===== config.mk =====
export PLATFORM = sky130hd
export DESIGN_NAME = drip_valve_controller
export DESIGN_NICKNAME = d
export VERILOG_FILES = /design/src/rtl/drip_valve_controller.sv
export SDC_FILE = /design/constraint.sdc
export NUM_CORES = 1
export LEC_CHECK = 0
export CAP_MARGIN = 20
export CORE_MARGIN = 2
export CORE_UTILIZATION = 53
export DETAILED_ROUTE_END_ITERATION = 8
export GPL_TIMING_DRIVEN = 1
export PLACE_DENSITY = 0.77
export SYNTH_ARGS = -nofsm -noshare
export SYNTH_HDL_FRONTEND = slang
export SYNTH_SLANG_ARGS = --single-unit

===== constraint.sdc =====
create_clock -name clk_i -period 2.9 [get_ports clk_i]
set_clock_uncertainty 0.15 [all_clocks]
set_input_delay 0.725 -clock clk_i [delete_from_list [all_inputs] [get_ports clk_i]]
set_output_delay 0.725 -clock clk_i [all_outputs]
set_load 0.01 [all_outputs]

===== src/rtl/drip_valve_controller.sv =====
// Drip valve sequencer: enforces minimum on-time, maximum on-time with latched timeout fault,
// dry-tank interlock abort and a mandatory closed hold-off after every drip event.
module drip_valve_controller #(
    parameter int unsigned MIN_ON_CYCLES  = 8,
    parameter int unsigned MIN_OFF_CYCLES = 4,
    parameter int unsigned MAX_ON_CYCLES  = 64,
    parameter int unsigned CNT_W          = 8
) (
    input  logic       clk_i,
    input  logic       reset_i,
    input  logic       drip_state_i,
    input  logic       low_level_indicator_i,
    input  logic       fault_clear_i,
    output logic       valve_o,
    output logic       timeout_o,
    output logic       dry_abort_o,
    output logic [7:0] drip_count_o
);

    if (MIN_ON_CYCLES < 1 || MIN_OFF_CYCLES < 1 || MAX_ON_CYCLES <= MIN_ON_CYCLES ||
        longint'(MAX_ON_CYCLES) > (longint'(1) << CNT_W) - 1) begin : g_bad_params
        $error("drip_valve_controller: illegal parameter set");
    end

    // Terminal counter values; the counter holds cycles already spent in the current state.
    localparam logic [CNT_W-1:0] MinOnLast  = CNT_W'(MIN_ON_CYCLES - 1);
    localparam logic [CNT_W-1:0] MinOffLast = CNT_W'(MIN_OFF_CYCLES - 1);
    localparam logic [CNT_W-1:0] MaxOnLast  = CNT_W'(MAX_ON_CYCLES - 1);

    typedef enum logic [1:0] {
        StIdle,
        StOn,
        StHoldOff,
        StFault
    } state_e;

    state_e           state_q;
    logic [CNT_W-1:0] cnt_q;

    always_ff @(posedge clk_i) begin
        if (reset_i) begin
            state_q      <= StIdle;
            cnt_q        <= '0;
            valve_o      <= 1'b0;
            timeout_o    <= 1'b0;
            dry_abort_o  <= 1'b0;
            drip_count_o <= 8'd0;
        end else begin
            dry_abort_o <= 1'b0;
            unique case (state_q)
                StIdle: begin
                    if (drip_state_i && !low_level_indicator_i) begin
                        state_q <= StOn;
                        cnt_q   <= '0;
                        valve_o <= 1'b1;
                    end
                end
                StOn: begin
                    if (low_level_indicator_i) begin
                        state_q      <= StHoldOff;
                        cnt_q        <= '0;
                        valve_o      <= 1'b0;
                        dry_abort_o  <= 1'b1;
                        drip_count_o <= drip_count_o + 8'd1;
                    end else if (drip_state_i && cnt_q == MaxOnLast) begin
                        state_q      <= StFault;
                        cnt_q        <= '0;
                        valve_o      <= 1'b0;
                        timeout_o    <= 1'b1;
                        drip_count_o <= drip_count_o + 8'd1;
                    end else if (!drip_state_i && cnt_q >= MinOnLast) begin
                        state_q      <= StHoldOff;
                        cnt_q        <= '0;
                        valve_o      <= 1'b0;
                        drip_count_o <= drip_count_o + 8'd1;
                    end else begin
                        // Bounded by MaxOnLast, so this never wraps.
                        cnt_q <= cnt_q + 1'b1;
                    end
                end
                StHoldOff: begin
                    if (cnt_q == MinOffLast) begin
                        state_q <= StIdle;
                        cnt_q   <= '0;
                    end else begin
                        cnt_q <= cnt_q + 1'b1;
                    end
                end
                StFault: begin
                    if (fault_clear_i) begin
                        state_q   <= StHoldOff;
                        cnt_q     <= '0;
                        timeout_o <= 1'b0;
                    end
                end
                default: begin
                    state_q <= StIdle;
                    cnt_q   <= '0;
                    valve_o <= 1'b0;
                end
            endcase
        end
    end

endmodule


### Word-level counts from Yosys, hierarchy flattened

Cells that the tools add are included.
W data, S select, Z words.

| cells by class | value |
|---|---|
| magnitude comparators | 1 |
| bitwise operators | 1 |
| add/subtract/negate cells | 2 |
| reduce and logical (&&, ||, !) cells | 15 |
| equal/unequal tests | 11 |
| mux-type cells | 27 |

Operator list:

| cell | number |
|---|---|
| $mux W8 | 9 |
| $pmux W8 S4 | 1 |
| $add A8 B1 Y8 const B | 2 |
| $mux W2 | 6 |
| $ne A2 B2 Y1 const B | 5 |
| $eq A8 B2 Y1 const B | 1 |
| $eq A8 B6 Y1 const B | 1 |
| $ge A8 B3 Y1 const B | 1 |
| $mux W1 | 8 |
| $pmux W2 S4 | 1 |
| $reduce_and A4 Y1 | 2 |
| $eq A2 B2 Y1 const B | 2 |
| $ne A4 B4 Y1 const B | 1 |
| $pmux W1 S2 | 2 |
| $reduce_and A2 Y1 | 2 |
| $reduce_bool A2 Y1 | 2 |
| $logic_and A1 B1 Y1 | 3 |
| $reduce_and A3 Y1 | 1 |
| $reduce_bool A3 Y1 | 1 |
| $eq A2 B1 Y1 const B | 1 |
| $logic_not A1 Y1 | 2 |
| $logic_not A2 Y1 | 1 |
| $reduce_or A2 Y1 | 1 |
| $not A1 Y1 | 1 |

| storage, ports and cells | value |
|---|---|
| flip-flop bits (word level) | 21 |
| input port bits | 5 |
| word-level logic and storage cells | 63 |
| output and inout port bits | 11 |

### Depth between registers and ports, before layout

| logic depth | value |
|---|---|
| word-level depth | 6 |
| mapped depth | 7 |
| gate-level depth less buffers | 7 |

### Least setup slack after synthesis

Ideal clock, no wire load.

| path | value |
|---|---|
| path kind | in2reg |
| from | in low_level_indicator_i |
| to | reg cnt_q[4] |
| setup time | 74 ps |
| required time | 2,676 ps |
| slack | 587 ps |
| data arrival time | 2,089 ps |
| stages on the path | 5 |
| path buffers | 0 |
| cell sequence | nor3b_1 -> o41ai_2 -> o41ai_1 -> a21oi_1 -> o21ai_0 |

| on the way | value |
|---|---|
| cells in the longest elaborated chain, start to end | 4 |
| elaborated cells between the ends (all ways) | 6 |
| classes of those cells | eq/ne (1); mux (2); reduce/logical (3) |

RTL lines:

| item | RTL line | source |
|---|---|---|
| start, declared | 12 | `input logic low_level_indicator_i,` |
| $logic_not A1 Y1 | 52 | `if (drip_state_i && !low_level_indicator_i) begin` |
| $logic_and A1 B1 Y1 | 52 |  |
| $ne A2 B2 Y1 (no line) | -- |  |
| $reduce_and A2 Y1 (no line) | -- |  |
| end signal, assigned | 78 | `cnt_q <= cnt_q + 1'b1;` |
| end signal, assigned | 86 | `cnt_q <= cnt_q + 1'b1;` |
| end, declared | 38 | `logic [CNT_W-1:0] cnt_q;` |

Parallel ways exist; a longest one is shown, timed or not.
A chain may end at the register's enable or synchronous reset.

### Final worst setup path

| path | value |
|---|---|
| from | in drip_state_i |
| to | reg state_q[1] |

| on the way | value |
|---|---|
| cells in the longest elaborated chain, start to end | 4 |
| elaborated cells between the ends (all ways) | 10 |
| classes of those cells | eq/ne (2); mux (3); reduce/logical (5) |

RTL lines:

| item | RTL line | source |
|---|---|---|
| start, declared | 11 | `input logic drip_state_i,` |
| $logic_and A1 B1 Y1 or $logic_not A1 Y1 (tied branches) | 65, 71 |  |
| $mux W2 or $logic_and A1 B1 Y1 (tied branches) | 65, 71 |  |
| $mux W2 or $ne A4 B4 Y1 (tied branches) | -- |  |
| $pmux W2 S4 or $reduce_and A4 Y1 (tied branches) | -- |  |
| end signal, assigned | 53 | `state_q <= StOn;` |
| end signal, assigned | 60 | `state_q <= StHoldOff;` |
| end signal, assigned | 66 | `state_q <= StFault;` |
| end, declared | 37 | `state_e state_q;` |

Parallel ways exist; a longest one is shown, timed or not.

==> flow_summary.toml <==
[outcome]
status = "finished, final reports clean"

[power]
pwr_density_cell_nw_per_um2 = 540
p_sw_share_pct = 38.0
internal_power_mw = 0.483
sequentialPowerShare_pct = 42.2
ir_worst_vdd_uv = 381
p_leak_nw = 0.505
switching_power_mw = 0.296
combinationalPowerShare_pct = 39.8
p_clk_share_pct = 18.0

[clocking]
htreeDepth = 1
cts.sinks = 21
clkSlewWorstSetupHoldPaths_ns = 0.12
worstSkewPairLatency_ns = 0.30
cts_tree = "yes"
cts_resized = 0
clockRootBuffer = "clkbuf_4"
cts_buffers = 3
ctsLongestPathBuffers = 2
post_cts_buffers = 0
postCtsHoldBufs = 0

[placement]
place.detailed.hpwl_microns = 2090
dp.cells = 199
io_buffers = 15
placed_cell_area_sq_um = 1410
gp_congestion = 0.799

[setup_path]
cpPeakStageDelay_ns = 0.55
cp_slowest_cell = "clkdlybuf4s50_1"
path_delay_family = "compound AO/OA/AOI/OAI gates"
path_buf_inv = 1
r2r_end = "state_q[1]"
start_kind = "input pin"
end_kind = "register"
cp_max_fo = 5
path_cells = "clkdlybuf4s50_1, nor3b_1, o41ai_2, o21ai_2, or4_1, a21oi_1"
crit_type = "input pin to register"
cp_data_required_time_ns = 2.98
timing.rr.start = "cnt_q[5]"
r2r_slack_ns = 0.55
arrival_ns = 2.54
ff2ff_path_depth = 5

[die]
start_util_pct = 55.4
dieArea_sq_um = 2670
rows = 17
fp.dieW_microns = 51.6
die-height_microns = 51.6
core_sq_um = 2170
io-pin-count = 16

[sta]
setup_viol = 0
finalSetupTns_ns = 0
rsz0062_at_grt = "false"
fin_crit_sh_pct = 84.8
relSlewSlack_pct = 67.5
timing.fmax_ghz = 0.407
post-route-min-period_ns = 2.46
tightestPinTransition_ns = 0.487
hold_viol = 0
drv_slew = 0
hold_ws_ns = 0.338

[synthesis]
yosysSeqAreaShare_pct = 35.0
async_flop_share_pct = 0
post-synth-top-area-fraction_pct = 35.0
synth_cell_types = 37
synth.most_common_cell = "dfxtp_1"
avgSynthCellArea_sq_um = 7.76
syn_nets = 166
synth_edf_count = 0
yosys_warnings = 0
syn_area_sq_um = 1200
synth_largest_area_cell = "dfxtp_1"
synth.area.top_cells = "dfxtp_1 35%, a21oi_1 7.9%, ha_1 6.2%"
synth_commonest_cells = "21 x dfxtp_1, 19 x a21oi_1, 13 x nand2_1, 13 x o21ai_0, 10 x nand3_1"
netlist_instances = 155
synth_ff_type = "dfxtp_1"
ys_ff_latch = 21

[route]
vias = 1243
avgRoutedWirePerCell_microns = 13.7
postRouteAntennaNets = 0
viasPerCell = 6.12
wirelength_microns = 2780
drtIter0Drc = 38
dr.pass1.iters = 4
remaining_drc_errors = 0

[grt]
grt_start_max_net_pins = 18
first_global_vias = 1167
globalRoute.totalOverflow = 0
track_usage_pct = 23.2
antenna_found_initial = 0
grt_pass1_wl_microns = 4830

[layout]
layout-area-overhead-vs-synth_pct = 19.9
fin_area_sq_um = 1440
drive_above_1_share_pct = 7.43
layout.nets = 187
n_fill_cell = 192
final_util_pct = 66.4
diodes = 0
final-seq-area_sq_um = 420
layout.cells.non_filler = 203
multi_input_area_sq_um = 729

[worst_hold_path]
hp-start = "timeout_o"
min_path_cells = 2
hold_path_class = "register to register"
hold-path-endpoint = "timeout_o"

[flow_run]
max_cap_viol_count = 0
[per-layer routing]
layer	global-route usage, %	vias up	wire length (microns)
met3	2.59	2	82
li1	-	625	-
met1	26.3	593	1210
met5	0	-	0
met2	45.9	23	1480
met4	4.82	0	10
[through the flow]
stage	setup WS, ns	total power [mW]
after global placement	0.223	0.632
after floorplan	0.587	0.531
after detailed placement	0.162	0.642
after CTS	0.427	0.782
after global routing	0.310	0.829
final	0.442	0.779
[layout make-up]
| class | count | area share (%) |
|---|---|---|
| Timing Repair Buffer | 21 | 13.5 |
| Clock buffer | 3 | 1.56 |
| Tap cell | 28 | 2.43 |
| Inverter | 9 | 2.34 |
| Clock inverter | 1 | 0.347 |
| Multi-Input combinational cell | 120 | 50.6 |
| Sequential cell | 21 | 29.2 |
[registers in the layout, summed over array words and instances, names as in the netlist]
| name | flops |
|---|---|
| drip_count_o | 8 |
| cnt_q | 8 |
| state_q | 2 |
| valve_o | 1 |
| timeout_o | 1 |
| dry_abort_o | 1 |
[cells in the final DEF, fill, tap and decap left out, types with 2 or more instances in the layout]
| cell | n |
|---|---|
| or4_1 | 6 |
| a21oi_1 | 19 |
| dfxtp_1 | 21 |
| a31oi_1 | 2 |
| nand2b_1 | 2 |
| ha_1 | 6 |
| nand2_1 | 13 |
| nor3_1 | 5 |
| nor2b_1 | 2 |
| clkbuf_4 | 3 |
| nand4_1 | 4 |
| nor2_1 | 8 |
| nand3_1 | 10 |
| nand3b_1 | 2 |
| inv_1 | 8 |
| o211ai_1 | 2 |
| or3_1 | 5 |
| buf_4 | 6 |
| clkdlybuf4s50_1 | 15 |
| nor4_1 | 2 |
| o31ai_1 | 4 |
| o21ai_0 | 13 |
[power by group through the flow]
stage	logic (mW)	registers, mW	clock network (mW)
2_1_floorplan	0.195	0.337	0
3_3_place_gp	0.299	0.333	0
3_5_place_dp	0.306	0.336	0
4_1_cts	0.308	0.329	0.145
5_1_grt	0.342	0.333	0.155
6_report	0.310	0.329	0.140
[cell families after synthesis]
| kind of cell | synth area share [%] |
|---|---|
| simple gates | 29.4 |
| buf+inv | 4.37 |
| flops | 35.0 |
| fa+ha+maj | 6.24 |
| compound gates | 25.0 |
[worst max path at each step]
stage                               start  cells past startpoint         end
floorplan           low_level_indicator_i                      5    cnt_q[4]
global placement    low_level_indicator_i                      6  state_q[1]
detailed placement  low_level_indicator_i                      6  state_q[1]
CTS                 low_level_indicator_i                      6  state_q[1]
global route        low_level_indicator_i                      6  state_q[1]
finish                       drip_state_i                      6  state_q[1]
[tightest hold or removal path: stages, from the launching register on]
cell and delay [ns]:
dfxtp_1 0.34, nand2_1 0.06, a21oi_1 0.06
Power figures use the tool's default switching activity.
